--- src/rtl/mul_product_accumulator.sv ---
// Multiply-accumulate back end: sums a run of 4-bit multiplier products.
// Optional saturation on overflow is enabled with `define MUL_ACC_SAT_EN.
module mul_product_accumulator #(
  parameter int ACC_W = 8,
  parameter int CNT_W = 4
) (
  input  logic             clk,
  input  logic             rst,
  input  logic             start,
  input  logic [CNT_W-1:0] len,
  input  logic             p_valid,
  input  logic [3:0]       p_data,
  output logic             p_ready,
  output logic [ACC_W-1:0] sum,
  output logic             done,
  output logic             busy,
  output logic             ovf
);

  typedef enum logic [1:0] {
    IDLE = 2'd0,
    ACC  = 2'd1,
    DONE = 2'd2
  } state_t;

  state_t           state;
  state_t           state_nx;
  logic [CNT_W-1:0] cnt;
  logic             accept;
  logic [ACC_W:0]   add;
  logic             carry;
  logic [ACC_W-1:0] sum_nx;

  assign p_ready = (state == ACC);
  assign done    = (state == DONE);
  assign busy    = (state == ACC) || (state == DONE);
  assign accept  = p_valid && p_ready;

  // One extra bit holds the carry that flags overflow.
  assign add   = {1'b0, sum} + {{(ACC_W-3){1'b0}}, p_data};
  assign carry = add[ACC_W];

`ifdef MUL_ACC_SAT_EN
  // Clamp to all-ones; once there, any further carry keeps it clamped.
  assign sum_nx = carry ? {ACC_W{1'b1}} : add[ACC_W-1:0];
`else
  assign sum_nx = add[ACC_W-1:0];
`endif

  // Next-state logic for the run sequencer.
  always_comb begin
    state_nx = state;
    unique case (state)
      IDLE: begin
        if (start) begin
          state_nx = (len == '0) ? DONE : ACC;
        end
      end
      ACC: begin
        if (accept && (cnt == CNT_W'(1))) begin
          state_nx = DONE;
        end
      end
      DONE:    state_nx = IDLE;
      default: state_nx = IDLE;
    endcase
  end

  // State register, accumulator, overflow flag and product counter.
  always_ff @(posedge clk) begin
    if (rst) begin
      state <= IDLE;
      sum   <= '0;
      ovf   <= 1'b0;
      cnt   <= '0;
    end else begin
      state <= state_nx;
      if ((state == IDLE) && start) begin
        sum <= '0;
        ovf <= 1'b0;
        cnt <= len;
      end else if (accept) begin
        sum <= sum_nx;
        ovf <= ovf | carry;
        cnt <= cnt - CNT_W'(1);
      end
    end
  end

endmodule

--- config.mk ---
export PLATFORM = sky130hd
export DESIGN_NAME = mul_product_accumulator
export DESIGN_NICKNAME = d
export VERILOG_FILES = /design/src/rtl/mul_product_accumulator.sv
export SDC_FILE = /design/constraint.sdc
export NUM_CORES = 1
export LEC_CHECK = 0
export BUFFER_PORTS_ARGS = -buffer_cell sky130_fd_sc_hd__buf_4
export CAP_MARGIN = 40
export CORE_MARGIN = 8
export CORE_UTILIZATION = 25
export DETAILED_ROUTE_END_ITERATION = 6
export SKIP_CTS_REPAIR_TIMING = 1
export SLEW_MARGIN = 20
export SYNTH_ARGS = -nofsm -noshare
export SYNTH_HDL_FRONTEND = slang
export SYNTH_SLANG_ARGS = --single-unit
--- constraint.sdc ---
create_clock -name clk -period 4.65 [get_ports clk]
set_clock_uncertainty 0.2 [all_clocks]
set_input_delay 0.93 -clock clk [delete_from_list [all_inputs] [get_ports clk]]
set_output_delay 0.93 -clock clk [all_outputs]
set_load 0.01 [all_outputs]
* Word level (Yosys, flattened, before mapping)
Cells that the tools add are included.
Cells by class: add/subtract/negate cells 2, equality and inequality tests 5, mux-type cells 6, bitwise gates (word level) 1, reduce and logical (&&, ||, !) cells 9
Operators by type and width (number):
- adder 8 x 4 -> 9 bit | 1
- two-way mux 4 bit | 2
- two-way mux 2 bit | 3
- equality test 4 x 1 -> 1 bit, second input constant | 1
- logical NOT 4 bit | 1
- one-hot mux 2 bit (2 select lines) | 1
- subtractor 4 x 1 -> 4 bit, second input constant | 1
- logical AND 1 bit | 3
- equality test 2 x 1 -> 1 bit, second input constant | 1
- equality test 2 bit, second input constant | 1
- logical NOT 2 bit | 1
- inequality test 2 x 1 -> 1 bit, second input constant | 1
- inequality test 2 bit, second input constant | 1
- AND reduction 2 bit | 1
- nonzero test 2 bit | 1
- OR reduction 2 bit | 1
- logical OR 1 bit | 1
- OR 1 bit | 1
Storage, ports and cells: bits in registers 15, input bits 12, output and inout port bits 12

* Longest topological paths before layout
Gate-level depths: netlist of the first run.
depth after elaboration 5, depth in mapped cells 7

* Least setup slack after synthesis of the first run
OpenSTA, ideal clock, no wires.
kind input-to-reg, start point in p_data[0], end point reg sum[6], library setup time 0.067 ns, arrival time 2.282 ns, required time 4.383 ns, path slack 2.101 ns, cell stages on the path 7, path through ha_1 inv_1 fa_1 and2b_1 o21ai_1 a2111o_1 o21ai_2
Between the ends: word-level cells in the longest chain between the ends 1
RTL lines:
- start, declared | line 12 | input logic [3:0] p_data,
- adder 8 x 4 -> 9 bit | line 40 | assign add = {1'b0, sum} + {{(ACC_W-3){1'b0}}, p_data};
- end signal, assigned | line 83 | sum <= sum_nx;
- end, declared | line 14 | output logic [ACC_W-1:0] sum,
No other way between the ends. A chain may end at the register's enable or synchronous reset.

* Final worst setup path of the first run
Ends and elaborated chain as after synthesis.

==> flow_summary.json, run 1 <==
{
  "rows": 22,
  "die_h_um": 77.1,
  "postRouteAntennaNets": 0,
  "worstMarginPinSlew_ns": 0.394,
  "grt_max_degree": 9,
  "hold_viol": 0,
  "syn_avg_cell_area_um2": 8.79,
  "start_kind": "primary input",
  "routed_wl_um": 2150,
  "clock_insertion_delay_worst_skew_ns": 0.24,
  "critPathRequiredTime_ns": 4.63,
  "track_usage_pct": 7.73,
  "antenna_found_initial": 0,
  "p_leak_nw": 0.482,
  "p_sw_share_pct": 29.6,
  "ir_worst_vdd_v": 0.0000793,
  "relSlewSlack_pct": 73.5,
  "endpoint_kind": "register",
  "first_global_vias": 875,
  "worstReg2RegEnd": "sum[6]",
  "grt_use_met3_pct": 3.50,
  "drt_iter0_drc": 66,
  "power.density_nw_per_um2": 281,
  "synth_cell_types": 35,
  "tns_ns": 0,
  "busiest_layer": "met2",
  "via_per_inst": 4.58,
  "p_seq_share_pct": 43.7,
  "p_switching_w": 0.0000995,
  "vias": 820,
  "gr-total-overflow": 0,
  "dr.pass1.iters": 4,
  "dp_slack_ns": 1.92,
  "synth_edf_count": 0,
  "cts_tree": "built",
  "remaining_drc_errors": 0,
  "ys_ff_latch": 15,
  "timing.fmax_mhz": 404,
  "status": "finished, final reports clean",
  "grt_setup_unrepaired": "no",
  "syn_area_um2": 932,
  "numCtsBuffers": 3,
  "gp_congestion": 0.784,
  "arrival_ns": 2.46,
  "p_int_w": 0.000237,
  "yosysSeqAreaShare_pct": 32.2,
  "final_nets": 154,
  "min_period_ns": 2.47,
  "clkSinkCount": 15,
  "ys_warn_count": 0,
  "synth_fp_nets": 128,
  "holdPathEnd": "ovf",
  "worstPathMaxFanout": 5,
  "wl_per_cell_um": 12.0,
  "coreArea_um2": 3630,
  "final.fill_count": 398,
  "syn-instance-count": 106,
  "finalSetupViolations": 0,
  "portBuffers": 23,
  "regToRegStartpoint": "sum[0]",
  "area.growth.synth_to_final_pct": 28.5,
  "cts_htree_levels": 1,
  "pwr-share-comb_pct": 25.6,
  "hp-start": "ovf",
  "use_met1_pct": 8.65,
  "die_x_um": 77.1,
  "fin_ws_ns": 2.18,
  "cts_buffer_depth": 2,
  "clkPwrFrac_pct": 30.6,
  "period_share_pct": 53.2,
  "hpwl_um": 1770,
  "start_util_pct": 25.7,
  "maxSlewViolCount": 0,
  "n_antenna_cell": 0,
  "synth_flop_cell": "dfxtp_1",
  "r2r_setup_slack_ns": 2.55,
  "grt_pass1_wl_um": 3790,
  "max-cap-violations": 0,
  "synthArstFlopShare_pct": 0,
  "worstHoldPathType": "reg -> reg",
  "hold_depth": 1,
  "io_pins": 24,
  "cts.clk_slew.worst_paths_ns": 0.06,
  "root_buffer": "clkbuf_8",
  "die_area_um2": 5940,
  "rr_worst_depth": 7,
  "drive_gt1_share_pct": 26.7,
  "use_met2_pct": 12.3,
  "crit_type": "in -> reg"
}
[how the worst max path moves through the flow]
stage / slack [ns] / startpoint / endpoint
after floorplan: 2.10 / p_data[0] / sum[6]
after global placement: 1.96 / p_data[0] / sum[6]
after detailed placement: 1.92 / p_data[0] / sum[6]
after CTS: 2.17 / p_data[0] / sum[6]
after global routing: 2.10 / p_data[0] / sum[4]
final: 2.18 / p_data[0] / sum[6]
[per-stage QoR]
stage / total power [W] / utilization, % / hold slack [ns] / std cells / area (µm²)
floorplan: 0.000207 / - / 0.296 / 106 / 932
global placement: 0.000235 / 31.7 / 0.257 / 175 / 1150
detailed placement: 0.000237 / 31.7 / 0.259 / 175 / 1150
CTS: 0.000342 / 33.0 / 0.274 / 179 / 1200
global route: 0.000359 / 33.0 / 0.299 / 179 / 1200
finish: 0.000336 / 33.0 / 0.272 / 179 / 1200
[worst max-delay path: stages]
cell and delay (ns):
buf_4 0.08, ha_1 0.17, inv_1 0.06, fa_1 0.36
and2b_1 0.22, o21ai_1 0.13, a2111o_1 0.45, o21ai_2 0.05
[final cells by class]
type | count | area, µm² | area share [%]
Timing Repair Buffer | 23 | 173 | 14.4
Tap cell | 48 | 60.1 | 5.02
Inverter | 8 | 30.0 | 2.51
Sequential cell | 15 | 300 | 25.1
Clock buffer | 4 | 45.0 | 3.76
Multi-Input combinational cell | 81 | 589 | 49.2
[metal layers]
| layer | routed length [µm] | vias up |
|---|---|---|
| met1 | 1010 | 366 |
| met4 | 27 | 0 |
| met3 | 161 | 4 |
| li1 | - | 427 |
| met5 | 0 | - |
| met2 | 950 | 23 |
[synth_stat cells, drive strengths merged, types with 2 or more instances]
master / count / share of area (%)
o21ai: 6 / 3.6
nand3: 2 / 1.1
nor2: 6 / 2.4
dfxtp: 15 / 32
ha: 9 / 12
inv: 8 / 3.2
nand2: 13 / 6.0
nand2b: 3 / 2.0
a211oi: 6 / 5.4
o211ai: 2 / 1.6
xnor2: 2 / 1.9
nand4: 3 / 2.0
a21oi: 11 / 6.3
nor3: 2 / 1.6
a2111o: 2 / 2.4
a21o: 2 / 1.6
buf: 2 / 1.3
[state kept, by name, summed over array words and instances, names as in the netlist]
register	count
sum	8
cnt	4
state	2
ovf	1
[cell usage in the layout, fill, tap and decap left out, types with 2 or more instances in the layout]
master	n
nand2_2	3
nand3_1	2
inv_1	8
a21oi_1	10
a211oi_1	5
dfxtp_1	15
a21o_1	2
o21ai_1	5
nand4_1	3
a2111o_1	2
clkbuf_8	3
buf_4	23
nor2_1	6
ha_1	9
xnor2_1	2
o211ai_1	2
nand2b_1	3
nand2_1	10
[power by group through the flow]
stage,Combinational (W),Sequential (W),Clock (W)
6_report,0.0000861,0.000147,0.000103
3_3_place_gp,0.0000854,0.000149,0
3_5_place_dp,0.0000874,0.000150,0
5_1_grt,0.0000977,0.000148,0.000114
2_1_floorplan,0.0000586,0.000149,0
4_1_cts,0.0000881,0.000147,0.000107
[kinds of logic (layout without fill, tap and decap cells)]
logic type	after synthesis	after routing	share of synthesized area (%)
xor gates and xnor gates	3	3	2.82
buffers and inverters	10	35	4.56
DFF	15	15	32.2
AOI/OAI and AO/OA	32	32	23.5
adders and majority gates	10	10	14.2
and+or+nand+nor	35	35	21.6
muxes	1	1	1.07
Power figures use the tool's default switching activity.
==> run 2, diff against run 1 <==
==> constraint.sdc (replaced) <==
create_clock -name clk -period 2.1 [get_ports clk]
set_clock_uncertainty 0.2 [all_clocks]
set_input_delay 0.42 -clock clk [delete_from_list [all_inputs] [get_ports clk]]
set_output_delay 0.42 -clock clk [all_outputs]
set_load 0.01 [all_outputs]
==> run 2 against run 1 <==
Utilization increased by 0.65 points. First-iteration DRC count shrank 33%. Non-clock buffer count up 3. Sequential power rose by 120%. Critical path type is now reg -> reg.
==> flow_summary.json, run 2 (synthesis gave the netlist of run 1 again) <==
{
  "gp_congestion": 0.782,
  "rr_worst_depth": 7,
  "grt_setup_unrepaired": "no",
  "worstReg2RegEnd": "sum[4]",
  "final_nets": 157,
  "fin_hold_ws_ns": 0.192,
  "start_kind": "register",
  "power.density_nw_per_um2": 624,
  "track_usage_pct": 8.04,
  "critPathLaunch": "sum[0]",
  "regToRegStartpoint": "sum[0]",
  "largest-register": "sum",
  "p_leak_nw": 0.497,
  "finalSetupViolations": 0,
  "cts_htree_levels": 1,
  "worstHoldPathType": "in -> reg",
  "hold_depth": 2,
  "worstMarginPinSlew_ns": 0.414,
  "hp-start": "rst",
  "r2r_setup_slack_ns": 0.10,
  "gr-total-overflow": 0,
  "period_share_pct": 95.1,
  "layout_commonest_cell": "buf_4",
  "crit_type": "reg -> reg",
  "start_util_pct": 25.7,
  "endpoint_kind": "register",
  "numCtsBuffers": 3,
  "die_h_um": 77.1,
  "cts.clk_slew.worst_paths_ns": 0.07,
  "root_buffer": "clkbuf_8",
  "postRouteAntennaNets": 0,
  "worstPathMaxFanout": 3,
  "wl_per_cell_um": 12.0,
  "timing.fmax_mhz": 501,
  "coreArea_um2": 3630,
  "drive_gt1_share_pct": 29.1,
  "fin_ws_ns": 0.103,
  "arrival_ns": 1.99,
  "dp_slack_ns": -0.0656,
  "relSlewSlack_pct": 72.2,
  "clkSinkCount": 15,
  "clock_insertion_delay_worst_skew_ns": 0.25,
  "die_area_um2": 5940,
  "drt_iter0_drc": 44,
  "top_regs": "sum x8, cnt x4, state x2",
  "grt_pass1_wl_um": 3950,
  "area.growth.synth_to_final_pct": 31.0,
  "first_global_vias": 919,
  "dr.pass1.iters": 3,
  "n_antenna_cell": 0,
  "hpwl_um": 1750,
  "final.fill_count": 388,
  "via_per_inst": 4.71,
  "die_x_um": 77.1,
  "antenna_found_initial": 0,
  "hold_viol": 0,
  "grt_max_degree": 9,
  "cts_buffer_depth": 2,
  "rows": 22,
  "critPathRequiredTime_ns": 2.09,
  "routed_wl_um": 2190,
  "remaining_drc_errors": 0,
  "largest_reg_flops": 8,
  "post-route-cell-area_um2": 1220,
  "min_period_ns": 2.00,
  "final_cell_mix": "26 x buf_4, 14 x dfxtp_1, 10 x a21oi_1, 10 x nand2_1, 9 x ha_1",
  "max-cap-violations": 0,
  "cts_tree": "built",
  "ir_worst_vdd_v": 0.000241,
  "vias": 857,
  "status": "finished, final reports clean",
  "holdPathEnd": "cnt[2]",
  "maxSlewViolCount": 0,
  "io_pins": 24,
  "placed_area_um2": 1170,
  "portBuffers": 23
}
## run 2: worst max-delay path, cell delays in order (launching register included)
cell and delay, ns:
dfxtp_2 0.34, ha_1 0.16, inv_1 0.05, fa_1 0.37, and2b_1 0.22, o21ai_1 0.10, a2111o_1 0.42, o21ai_1 0.07
## run 2: cell type report
class                           count  area (µm²)  share of cell area, %
Timing Repair Buffer               26         195                   16.0
Inverter                            8        30.0                   2.46
Sequential cell                    15         302                   24.7
Tap cell                           48        60.1                   4.92
Clock buffer                        4        45.0                   3.69
Multi-Input combinational cell     81         589                   48.3
## run 2: worst max path at each step
stage / end / slack (ns)
finish: sum[4] / 0.10
global route: sum[4] / 0.0003
CTS: sum[4] / 0.04
detailed placement: sum[6] / -0.07
global placement: sum[6] / -0.02
floorplan: sum[6] / 0.06
## run 2: routing by layer
layer	vias to the layer above	wire (µm)	track usage (%)
met5	-	0	0
met4	0	35	3.96
met3	5	205	4.55
met1	395	982	8.31
li1	435	-	-
met2	22	963	12.8
## run 2: per-stage QoR
step / cells / setup TNS [ns] / power (W) / utilization (%)
after floorplan: 106 / 0 / 0.000459 / -
after global placement: 178 / -0.0317 / 0.000523 / 32.3
after detailed placement: 178 / -0.138 / 0.000528 / 32.3
after CTS: 182 / 0 / 0.000774 / 33.6
after global routing: 182 / 0 / 0.000806 / 33.6
final: 182 / 0 / 0.000762 / 33.6
## run 2: power by group
group	total, W	switching, W	internal (W)	leakage [nW]
clock	0.000243	0.000108	0.000135	0.0228
combinational	0.000194	0.000106	0.0000874	0.352
sequential	0.000325	0.0000206	0.000305	0.123
